==> src/rtl/dm_lsu.sv <==
// dm_lsu: load/store unit between the pipeline and a word-addressed data memory.
// Ports: clk, reset (async, active-low);
//   request  : req_valid/req_ready, req_store, req_size, req_sext, req_addr, req_wdata, req_pc
//   response : rsp_valid/rsp_ready, rsp_rdata, rsp_err
//   memory   : dm_we, dm_addr (word index), dm_din, dm_pc, dm_dout (combinational read)
module dm_lsu (
  input  logic        clk,
  input  logic        reset,
  input  logic        req_valid,
  output logic        req_ready,
  input  logic        req_store,
  input  logic [1:0]  req_size,
  input  logic        req_sext,
  input  logic [31:0] req_addr,
  input  logic [31:0] req_wdata,
  input  logic [31:0] req_pc,
  output logic        rsp_valid,
  input  logic        rsp_ready,
  output logic [31:0] rsp_rdata,
  output logic        rsp_err,
  output logic        dm_we,
  output logic [7:0]  dm_addr,
  output logic [31:0] dm_din,
  output logic [31:0] dm_pc,
  input  logic [31:0] dm_dout
);
  typedef enum logic [1:0] {IDLE, ACCESS, WRITE, RESP} state_t;
  state_t      state;
  logic        store_r;
  logic [1:0]  size_r;
  logic        sext_r;
  logic [1:0]  lo_r;
  logic [31:0] wdata_r;
  logic        req_err;
  logic [7:0]  lane_b;
  logic [15:0] lane_h;
  logic [31:0] load_data;
  logic [31:0] merged;
  always_comb begin
    req_err   = (|req_addr[31:10]) || (req_size == 2'b11) ||
                (req_size == 2'b01 && req_addr[0]) || (req_size == 2'b10 && (|req_addr[1:0]));
    lane_b    = 8'(dm_dout >> {lo_r, 3'b000});
    lane_h    = 16'(dm_dout >> {lo_r[1], 4'b0000});
    load_data = size_r == 2'b00 ? {{24{sext_r & lane_b[7]}}, lane_b} :
                size_r == 2'b01 ? {{16{sext_r & lane_h[15]}}, lane_h} : dm_dout;
    // read-modify-write: clear the addressed lane, then insert the low store bits
    merged    = size_r == 2'b00 ?
                (dm_dout & ~(32'h0000_00FF << {lo_r, 3'b000})) | ({24'b0, wdata_r[7:0]} << {lo_r, 3'b000}) :
                (dm_dout & ~(32'h0000_FFFF << {lo_r[1], 4'b0000})) | ({16'b0, wdata_r[15:0]} << {lo_r[1], 4'b0000});
  end
  always_ff @(posedge clk or negedge reset) begin
    if (!reset) begin
      state     <= IDLE;
      req_ready <= 1'b1;
      rsp_valid <= 1'b0;
      rsp_rdata <= '0;
      rsp_err   <= 1'b0;
      dm_we     <= 1'b0;
      dm_addr   <= '0;
      dm_din    <= '0;
      dm_pc     <= '0;
      store_r   <= 1'b0;
      size_r    <= '0;
      sext_r    <= 1'b0;
      lo_r      <= '0;
      wdata_r   <= '0;
    end else begin
      case (state)
        IDLE: if (req_valid && req_ready) begin
          store_r   <= req_store;
          size_r    <= req_size;
          sext_r    <= req_sext;
          lo_r      <= req_addr[1:0];
          wdata_r   <= req_wdata;
          dm_addr   <= req_addr[9:2];
          dm_pc     <= req_pc;
          rsp_rdata <= '0;
          req_ready <= 1'b0;
          if (req_err) begin
            rsp_err   <= 1'b1;
            rsp_valid <= 1'b1;
            state     <= RESP;
          end else begin
            rsp_err <= 1'b0;
            // word stores write straight through during ACCESS
            dm_we   <= req_store && req_size == 2'b10;
            dm_din  <= req_wdata;
            state   <= ACCESS;
          end
        end
        ACCESS: begin
          if (!store_r) begin
            rsp_rdata <= load_data;
            rsp_valid <= 1'b1;
            state     <= RESP;
          end else if (size_r == 2'b10) begin
            dm_we     <= 1'b0;
            rsp_valid <= 1'b1;
            state     <= RESP;
          end else begin
            dm_din <= merged;
            dm_we  <= 1'b1;
            state  <= WRITE;
          end
        end
        WRITE: begin
          dm_we     <= 1'b0;
          rsp_valid <= 1'b1;
          state     <= RESP;
        end
        RESP: if (rsp_ready) begin
          rsp_valid <= 1'b0;
          rsp_err   <= 1'b0;
          rsp_rdata <= '0;
          req_ready <= 1'b1;
          state     <= IDLE;
        end
        default: state <= IDLE;
      endcase
    end
  end
endmodule

==> config.mk <==
export PLATFORM = sky130hd
export DESIGN_NAME = dm_lsu
export DESIGN_NICKNAME = d
export VERILOG_FILES = /design/src/rtl/dm_lsu.sv
export SDC_FILE = /design/constraint.sdc
export NUM_CORES = 1
export LEC_CHECK = 0
export CAP_MARGIN = 20
export CORE_ASPECT_RATIO = 0.75
export CORE_MARGIN = 2
export CORE_UTILIZATION = 30
export CTS_CLUSTER_DIAMETER = 120
export CTS_CLUSTER_SIZE = 25
export DETAILED_ROUTE_END_ITERATION = 6
export GPL_ROUTABILITY_DRIVEN = 1
export PLACE_DENSITY = 0.66
export REMOVE_ABC_BUFFERS = 1
export SLEW_MARGIN = 10
export SYNTH_ARGS = -nofsm -noshare
export SYNTH_HDL_FRONTEND = slang
export SYNTH_SLANG_ARGS = --single-unit
==> constraint.sdc <==
create_clock -name clk -period 3.55 [get_ports clk]
set_input_delay 0.5325 -clock clk [delete_from_list [all_inputs] [get_ports clk]]
set_output_delay 0.5325 -clock clk [all_outputs]
set_load 0.005 [all_outputs]
==> flow_metrics.tcl <==
set metrics [dict create \
    grt_overflow 0 \
    yosysUniqueCellTypes 48 \
    via_per_inst 4.939 \
    drt_iter0_markers 322 \
    grt_start_max_net_pins 77 \
    cts_setup_buffers 0 \
    antenna_left 0 \
    die-area_um2 23710 \
    layout-drive-gt1-share_pct 21.21 \
    synthTopCellsByArea "dfrtp_1 (49%), mux2_2 (19%), mux2i_1 (4.6%), nand2_1 (3.4%), o21ai_0 (3.0%)" \
    io_pins 244 \
    gp_congestion 0.8058 \
    crit_chain "inv_1 > ha_1 > nand3_4 > a21oi_1 > o21ai_4 > buf_16 > mux2_2" \
    finalInstanceArea_um2 10180 \
    drt-met1-wl_um 9933 \
    yosysSeqAreaShare_pct 49.00 \
    status "complete, no violations" \
    synth_most_common_cell "dfrtp_1" \
    dieHeight_um 133.8 \
    worstMarginPinSlew_ns 0.7987 \
    postPlaceCellArea_um2 9538 \
    ir_worst_vdd_mv 0.2544 \
    grt_pass1_vias 5921 \
    root_buffer "clkbuf_16" \
    synth.avg_cell_area_um2 11.02 \
    grt_antenna_before_repair 2 \
    ys_ff_latch 132 \
    synthTopCellsByCount "dfrtp_1 (131), mux2_2 (112), nand2_1 (61)" \
    numPortBuffers 243 \
    hold_class "in -> async" \
    syn2layout_area_growth_pct 50.93 \
    drv_slew 0 \
    cp_max_fo 28 \
    rsz0062_at_grt "no" \
    cts.path.max_buffers 2 \
    drcViolationCount 0 \
    diodes 0 \
    async_reset_ff_share_pct 100.0 \
    setup_viol 0 \
    wl_met3_um 2022 \
    endpoint_kind "flop" \
    clock_sinks 132 \
    detailed_place_hpwl_um 16060 \
    p_per_area_nw_per_um2 363.2 \
    cts_tree "built" \
    crit_arrival_ns 2.91 \
    wl_met2_um 9765 \
    num-fill-cells 2126 \
    start_util_pct 30.58 \
    final_hold_viol_count 0 \
    yosys.area.top_type "dfrtp_1" \
    hold_buffers 0 \
    wirelength_um 22140 \
    synth_edf_count 0 \
    grt_pass1_wl_um 34360 \
    cp-start-kind "flop" \
    fin_hold_ws_ns 0.1476 \
    path_delay_family "compound AO/OA/AOI/OAI gates" \
    dr.pass1.iters 7 \
    critPathKind "reg -> reg" \
    required_ns 3.85 \
    max_freq_ghz 0.3833 \
    cts_made_buffers 17 \
    finalCritPeriodShare_pct 73.49 \
    gr-usage-all-layers_pct 19.05 \
    cts_resized 0 \
    nets 991 \
    synth.top_cell.area_share_pct 48.61 \
    fin_worst_skew_ns 0.006942 \
    totalPowerFinal_mw 3.697 \
    clock_latency_ns 0.42 \
    max_stage_delay_ns 0.45 \
    row_count 47 \
    wl_per_cell_um 19.14 \
    synthCells 612 \
    cap_violations 0 \
    clkTransAtPathRegs_ns 0.06 \
    htreeDepth 4 \
    max_slew_margin_pct 46.76 \
    die_w_um 177.1 \
    leakage_nw 4.593 \
    syn-cell-area_um2 6744 \
    cp_slowest_cell "dfrtp_1" \
    vias 5714 \
    critPathBufInv 2 \
    yosysWarningCount 0 \
    core_um2 22050 \
    synth_top_flop_cell "dfrtp_1" \
    top_layer "met5" \
    finalCriticalPeriod_ns 2.609 \
]
[logic make-up after synthesis]
logic type               synth area share (%)
AO/OA/AOI/OAI                           13.86
adder cells (fa/ha/maj)                0.9276
buffers and inverters                   3.803
flip-flops                              49.00
multiplexers                            23.64
AND/OR/NAND/NOR                         8.776
[registers in the layout (all words and copies together) (netlist names)]
register,count
dm_addr,8
dm_din,32
dm_pc,32
dm_we,1
lo_r,2
req_ready,1
rsp_err,1
rsp_rdata,32
rsp_valid,1
sext_r,1
size_r,2
state,2
store_r,1
wdata_r,16
[cells in the final DEF, fill, tap and decap left out, drive strengths merged, types with 7 or more instances in the layout]
cell and instances:
a21oi 35, a222oi 7, a22o 8, a22oi 7, a2bb2oi 7, and3 8, buf 18, clkbuf 24
clkdlybuf4s50 242, dfrtp 131, inv 16, mux2 112, mux2i 31, nand2 62, nor2 37, o21ai 52
o22ai 16
[cell type report]
class | count | area [um2] | share of cell area [%]
clock inverter | 8 | 148.9 | 1.463
timing repair buffer | 260 | 2594 | 25.48
multi-input combinational | 422 | 3208 | 31.52
clock buffer | 24 | 491.7 | 4.831
sequential | 132 | 3304 | 32.46
inverter | 17 | 63.81 | 0.6269
tap | 294 | 367.9 | 3.614
[power breakdown]
part           internal (mW)  switching (mW)  total, mW
registers               1.51    0.0000000274       1.51
clock network           1.25           0.673       1.92
logic                  0.166           0.102      0.268
[through the flow]
| step | worst slack [ns] | setup TNS (ns) | utilization (%) | instances |
|---|---|---|---|---|
| after floorplan | -0.1045 | -3.344 | - | 571 |
| after global placement | 0.6668 | 0 | 43.13 | 1124 |
| after detailed placement | 0.5929 | 0 | 43.25 | 1125 |
| after CTS | 0.9274 | 0 | 46.16 | 1157 |
| after global routing | 0.7766 | 0 | 46.16 | 1157 |
| final | 0.9410 | 0 | 46.16 | 1157 |
[path summary, 6_finish.rpt]
path                                    start             to  slack [ns]  cells after the start
worst max-delay path                 state[0]      dm_din[4]        0.94                      7
min in group clk                rsp_rdata[27]  rsp_rdata[27]        0.47                      2
worst max register to register       state[0]      dm_din[4]        0.94                      7
max in group asynchronous               reset  rsp_rdata[14]        2.61                      2
worst min register to register  rsp_rdata[27]  rsp_rdata[27]        0.47                      2
worst min-delay path                    reset     dm_addr[3]        0.15                      1
[layer usage]
metal | up-vias | global-route usage (%)
li1 | 2686 | -
met1 | 2783 | 26.02
met2 | 213 | 28.21
met3 | 28 | 6.831
met4 | 4 | 5.877
met5 | - | 0
No activity file was read; power rests on OpenSTA's default activity.
